$ cat src/rtl/spectrum_magnitude_pipe.sv
// Alpha-max-plus-beta-min magnitude estimator with per-bin peak-hold/decay feeding display RAM.
// Latency: 5 cycles from we to delay_we, one sample per cycle throughput.
// Backpressure: none; every stage advances every cycle and the output cannot be stalled.
//
// Ports:
//   clk, rst         sole clock (rising edge), asynchronous active-low reset
//   we, addr         input sample valid and its bin index
//   fft_r, fft_i     signed real/imag FFT parts
//   mode, hold_en    coefficient select and peak-hold enable, travel with the sample
//   delay_we         output valid / display RAM write enable
//   delay_addr, data bin index aligned with data; data = TOP - displayed level
module spectrum_magnitude_pipe #(
  parameter int ADDR_WIDTH  = 6,
  parameter int DATA_WIDTH  = 18,
  parameter int OUT_WIDTH   = 9,
  parameter int TOP         = 480,
  parameter int DECAY_SHIFT = 3
) (
  input  logic                  clk,
  input  logic                  rst,
  input  logic                  we,
  input  logic [ADDR_WIDTH-1:0] addr,
  input  logic [DATA_WIDTH-1:0] fft_r,
  input  logic [DATA_WIDTH-1:0] fft_i,
  input  logic [1:0]            mode,
  input  logic                  hold_en,
  output logic                  delay_we,
  output logic [ADDR_WIDTH-1:0] delay_addr,
  output logic [OUT_WIDTH-1:0]  data
);

  localparam int DEPTH = 1 << ADDR_WIDTH;
  localparam logic [OUT_WIDTH-1:0] TOP_V = OUT_WIDTH'(TOP);
  localparam logic [DATA_WIDTH-1:0] ONE_D = {{(DATA_WIDTH-1){1'b0}}, 1'b1};
  localparam logic [OUT_WIDTH-1:0]  ONE_O = {{(OUT_WIDTH-1){1'b0}}, 1'b1};

  // pN_* registers hold the result of stage N.
  logic                  p1_vld, p2_vld, p3_vld, p4_vld;
  logic [ADDR_WIDTH-1:0] p1_addr, p2_addr, p3_addr, p4_addr;
  logic [1:0]            p1_mode, p2_mode;
  logic                  p1_hold, p2_hold, p3_hold, p4_hold;
  logic [DATA_WIDTH-1:0] p1_r, p1_i;
  logic [DATA_WIDTH-1:0] p2_mx, p2_mn;
  logic [OUT_WIDTH:0]    p3_mag_hi;  // mag[DATA_WIDTH : DATA_WIDTH-OUT_WIDTH]
  logic [OUT_WIDTH-1:0]  p4_level, p4_held;

  logic [OUT_WIDTH-1:0]  held_q [DEPTH];

  // S1: absolute value. Two's-complement negate of the most negative input
  // yields exactly 2^(DATA_WIDTH-1) as unsigned, so no saturation is needed.
  logic [DATA_WIDTH-1:0] r_abs, i_abs;
  always_comb begin
    r_abs = fft_r[DATA_WIDTH-1] ? ((~fft_r) + ONE_D) : fft_r;
    i_abs = fft_i[DATA_WIDTH-1] ? ((~fft_i) + ONE_D) : fft_i;
  end

  // S2: max/min, ties resolve to mx = |r|.
  logic [DATA_WIDTH-1:0] mx_nxt, mn_nxt;
  always_comb begin
    mx_nxt = p1_r;
    mn_nxt = p1_i;
    if (p1_i > p1_r) begin
      mx_nxt = p1_i;
      mn_nxt = p1_r;
    end
  end

  // S3: coefficient modes on a one-bit-wider magnitude; only the bits used
  // for scaling plus the overflow bit are registered.
  logic [DATA_WIDTH:0] mxw, mnw, sum0, mag;
  always_comb begin
    mxw  = {1'b0, p2_mx};
    mnw  = {1'b0, p2_mn};
    sum0 = mxw + (mnw >> 1);
    case (p2_mode)
      2'd0:    mag = sum0 - (sum0 >> 4);
      2'd1:    mag = mxw + (mnw >> 2);
      2'd2:    mag = mxw - (mxw >> 4) + (mnw >> 1) - (mnw >> 5);
      default: mag = mxw;
    endcase
  end

  // S5 combinational result, needed by S4 for same-bin forwarding.
  logic [OUT_WIDTH-1:0] dec_step, dec, out_val;
  always_comb begin
    dec_step = p4_held >> DECAY_SHIFT;
    if (dec_step == '0) dec_step = ONE_O;
    dec = (p4_held != '0) ? (p4_held - dec_step) : '0;
    if (!p4_hold)           out_val = p4_level;
    else if (p4_level > dec) out_val = p4_level;
    else                    out_val = dec;
  end

  // S4: scale, saturate, clamp to TOP, read held value. The sample in S5 is
  // writing its result this same edge, so a matching bin takes that value.
  logic [OUT_WIDTH-1:0] scaled, level, held_rd;
  always_comb begin
    scaled  = p3_mag_hi[OUT_WIDTH] ? '1 : p3_mag_hi[OUT_WIDTH-1:0];
    level   = (scaled > TOP_V) ? TOP_V : scaled;
    held_rd = (p4_vld && (p4_addr == p3_addr)) ? out_val : held_q[p3_addr];
  end

  always_ff @(posedge clk or negedge rst) begin
    if (!rst) begin
      p1_vld <= 1'b0; p2_vld <= 1'b0; p3_vld <= 1'b0; p4_vld <= 1'b0;
      p1_addr <= '0; p2_addr <= '0; p3_addr <= '0; p4_addr <= '0;
      p1_mode <= '0; p2_mode <= '0;
      p1_hold <= 1'b0; p2_hold <= 1'b0; p3_hold <= 1'b0; p4_hold <= 1'b0;
      p1_r <= '0; p1_i <= '0;
      p2_mx <= '0; p2_mn <= '0;
      p3_mag_hi <= '0;
      p4_level <= '0; p4_held <= '0;
      delay_we <= 1'b0;
      delay_addr <= '0;
      data <= TOP_V;
      for (int k = 0; k < DEPTH; k++) held_q[k] <= '0;
    end else begin
      p1_vld <= we;     p1_addr <= addr;    p1_mode <= mode;    p1_hold <= hold_en;
      p1_r   <= r_abs;  p1_i    <= i_abs;

      p2_vld <= p1_vld; p2_addr <= p1_addr; p2_mode <= p1_mode; p2_hold <= p1_hold;
      p2_mx  <= mx_nxt; p2_mn   <= mn_nxt;

      p3_vld <= p2_vld; p3_addr <= p2_addr; p3_hold <= p2_hold;
      p3_mag_hi <= (OUT_WIDTH+1)'(mag >> (DATA_WIDTH - OUT_WIDTH));

      p4_vld <= p3_vld; p4_addr <= p3_addr; p4_hold <= p3_hold;
      p4_level <= level; p4_held <= held_rd;

      // Hold array is refreshed on every valid sample, hold_en or not.
      delay_we <= p4_vld;
      if (p4_vld) begin
        held_q[p4_addr] <= out_val;
        data            <= TOP_V - out_val;
        delay_addr      <= p4_addr;
      end
    end
  end

endmodule

$ cat config.mk
export PLATFORM = sky130hd
export DESIGN_NAME = spectrum_magnitude_pipe
export DESIGN_NICKNAME = d
export VERILOG_FILES = /design/src/rtl/spectrum_magnitude_pipe.sv
export SDC_FILE = /design/constraint.sdc
export NUM_CORES = 2
export LEC_CHECK = 0
export ABC_AREA = 0
export BUFFER_PORTS_ARGS = -buffer_cell sky130_fd_sc_hd__buf_4
export CAP_MARGIN = 30
export CORE_MARGIN = 4
export CORE_UTILIZATION = 55
export DETAILED_ROUTE_END_ITERATION = 8
export GPL_TIMING_DRIVEN = 0
export MAX_ROUTING_LAYER = met4
export PLACE_DENSITY = 0.78
export SLEW_MARGIN = 0
export SYNTH_ARGS = -nofsm -noshare
export SYNTH_HDL_FRONTEND = slang
export SYNTH_SLANG_ARGS = --single-unit
export TNS_END_PERCENT = 100
$ cat constraint.sdc
create_clock -name clk -period 5.14 [get_ports clk]
set_input_delay 0.257 -clock clk [delete_from_list [all_inputs] [get_ports clk]]
set_output_delay 0.257 -clock clk [all_outputs]
set_load 0.005 [all_outputs]
==> flow_metrics.tcl <==
set metrics [dict create \
    status "finished, final reports clean" \
    synth_edf_count 0 \
    ir_drop_v 0.000392 \
    ys_warn_count 0 \
    dpl_worst_slack_ps -1300 \
    slew_headroom 0.202 \
    comb_power_share 0.446 \
    multiInputGateArea_um2 15600 \
    crit_slowest_cell "dfrtp_1" \
    cts_tree "done" \
    h-tree-depth 3 \
    clock_latency_ps 650 \
    setup_viol 0 \
    power.internal_mw 16.3 \
    stdcell_area_um2 40300 \
    synthFlopType "dfrtp_1" \
    ys_ff_latch 727 \
    finalNetCount 3561 \
    path_buf_inv 5 \
    layout_commonest_cell "dfrtp_1" \
    grt_pass1_vias 27700 \
    crit_family "compound AO/OA/AOI/OAI gates" \
    post_drt_wl_per_cell_um 24.2 \
    grt_first_pass_wirelength_um 161000 \
    fin_crit_sh 0.972 \
    fillers 4497 \
    clockBufferDepth 3 \
    synthArstFlopShare 1.00 \
    hp-class "in -> reg" \
    wl_um 104000 \
    setup_slack_ps 142 \
    start_util 0.560 \
    power_frac_clock 0.207 \
    crit_fanout 10 \
    finalClockSkew_ps 36.1 \
    maxCapViolCount 0 \
    powerDensity_nw_per_um2 685 \
    grt_max_degree 126 \
    cts_sinks 727 \
    worst_pin_slew_ps 1190 \
    end_kind "flip-flop" \
    vias_per_cell 6.31 \
    path_cells "nor3_2, a21o_1, ha_2, inv_2, fa_2, a21o_1, a21oi_2, nand2b_4, a21oi_2, nor3_2, mux2_2, inv_2, ha_4, nand4_1, a31oi_1, and4bb_2, a41oi_4, buf_6, nor2_1, a21oi_2, buf_4, buf_2, o21ai_0" \
    cts_root_buf "clkbuf_16" \
    syn_to_final_growth_pct 15.6 \
    drt_iter0_markers 3119 \
    post-route-util 0.648 \
    synthTopCellsByArea "dfrtp_1 (52%), mux4_2 (12%), o21ai_0 (8.0%)" \
    ant_nets 0 \
    power.net_switching_mw 11.3 \
    reg2reg_to "held_q[462]" \
    slew_violations 0 \
    dieArea_um2 67400 \
    clk_pin_slew_worst_paths_ps 60 \
    core.rowCount 91 \
    num_io_pins 64 \
    r2r_cells 23 \
    port_buffers 62 \
    max_freq_ghz 0.200 \
    p_sw_frac 0.410 \
    worstPathRequired_ps 5630 \
    cts_buffers 75 \
    dp_hpwl_um 68500 \
    core_um2 62200 \
    endpoint "held_q[462]" \
    p_leak_nw 18.0 \
    worstPathArrival_ps 5490 \
    synth_top_area_cell "dfrtp_1" \
    path_common_cell "a21oi_2" \
    drive_gt1_frac 0.155 \
    synth_top_area_frac 0.519 \
    overflow 0 \
    crit_cells 23 \
    track_usage 0.320 \
    antenna_found_initial 5 \
    die_h_um 260 \
    layout.cells.non_filler 4274 \
    ys_seq_area_frac 0.522 \
    crit_type "reg -> reg" \
    yosysUniqueCellTypes 72 \
    crit_path_start "p4_held[5]" \
    syn_area_per_cell_um2 11.1 \
    die_x_um 260 \
    drtPass1Iterations 5 \
    hold_viol 0 \
    place.gp.congestion 0.987 \
    drc 0 \
    slowest_delay_ps 420 \
    dpl_cell_area_um2 36600 \
    p_seq_frac 0.347 \
    final_cell_mix "dfrtp_1 (723), nand2_1 (675), o21ai_0 (556)" \
    syn_inst 3139 \
    synth_area_um2 34800 \
    rrSetupSlack_ps 140 \
    vias 26900 \
    fin_crit_ps 5000 \
    regArea_um2 18200 \
    critPathLaunchType "flip-flop" \
    synth_nets 3331 \
    r2r_start "p4_held[5]" \
    dp_cells 4049 \
]
==> layout make-up <==
cell class	count	share of cell area
diodes	5	0.000311
plain buffers	194	0.0228
clock buffers	105	0.0531
clock inverters	35	0.0111
inverters	114	0.0106
multi-input cells	2102	0.387
flip-flops and latches	727	0.452
well taps	837	0.0260
repair buffers	155	0.0374
==> cells by family after synthesis <==
group	Yosys count	share of synthesized area
AOI/OAI and AO/OA	754	0.118
and+or+nand+nor	870	0.102
buffers and inverters	310	0.0361
xor gates and xnor gates	78	0.0196
DFF	727	0.522
muxes	256	0.144
adders and majority gates	144	0.0580
==> per-stage QoR <==
step	power, mW	hold slack [ps]	TNS (ps)
6_report	27.6	102	0
5_1_grt	29.0	92.3	-145
4_1_cts	26.7	65.0	0
3_5_place_dp	20.4	225	-144450
3_3_place_gp	19.9	332	-3111180
2_1_floorplan	16.4	-38.6	0
==> how the worst min path moves through the flow <==
stage | from | endpoint | slack, ps | cells after the start
after floorplan | rst | data[0] | -40 | 0
after global placement | p1_mode[0] | p2_mode[0] | 330 | 0
after detailed placement | rst | held_q[310] | 220 | 1
after CTS | fft_r[17] | p1_r[2] | 70 | 3
after global routing | fft_r[17] | p1_r[2] | 90 | 3
final | fft_r[17] | p1_r[2] | 100 | 3
==> layer usage <==
layer / vias to the layer above / global-route usage / part of all wire
li1: 11400 / - / -
met3: 484 / 0.0866 / 0.10
met1: 13400 / 0.396 / 0.36
met2: 1593 / 0.480 / 0.46
met5: - / - / 0
met4: 0 / 0.187 / 0.072
==> worst min-delay path, cell delays in order <==
cell and delay (ps):
clkbuf_1 210, nand2b_1 150, xnor2_1 60
==> Yosys cell counts (4+ instances only) <==
cell	instances
a31oi_1	10
a21oi_1	41
inv_1	106
o21ai_0	556
o31ai_1	9
buf_2	20
fa_1	29
nor2b_1	9
nor4_1	9
mux2i_1	15
nand2b_1	8
dfrtp_1	723
nor3b_1	7
xor2_1	22
clkinv_1	8
a21o_1	25
buf_6	8
clkbuf_1	160
nor3_1	22
mux2_2	15
dfstp_2	4
xnor2_1	56
buf_1	6
o41ai_1	4
a221oi_1	5
and4_1	4
nand4_1	11
and3_1	5
o21bai_1	4
or2_2	6
nor2_1	76
mux2_1	33
mux4_2	191
nand3_1	20
o21a_1	8
or3_1	9
ha_1	115
o21ai_1	55
nand2_1	675
==> what timing repair did <==
action                                  4_1_cts  5_1_grt
hold buffers                                 59        0
resized for setup                            44       48
hold endpoints to repair                    106        0
gates cloned                                  1        0
setup buffers                                 6       14
endpoints found under the setup margin      434      500
pin swaps                                     1       10
==> sequential cells by signal (all words and copies together), names as in the netlist, 2 cells and up <==
signal	flops
delay_addr	6
held_q	576
p2_mx	18
p1_i	18
data	9
p4_level	9
p1_addr	6
p4_addr	6
p3_addr	6
p3_mag_hi	10
p1_mode	2
p2_addr	6
p1_r	18
p2_mode	2
p2_mn	17
p4_held	9
==> power by group through the flow <==
stage | clock network [mW] | logic, mW | registers (mW)
after CTS | 5.71 | 11.5 | 9.50
final | 5.71 | 12.3 | 9.59
after floorplan | 0 | 7.36 | 9.04
after global routing | 5.96 | 13.2 | 9.81
after global placement | 0 | 10.5 | 9.39
after detailed placement | 0 | 10.9 | 9.51
Note: power is estimated with default switching activity, not from simulation.
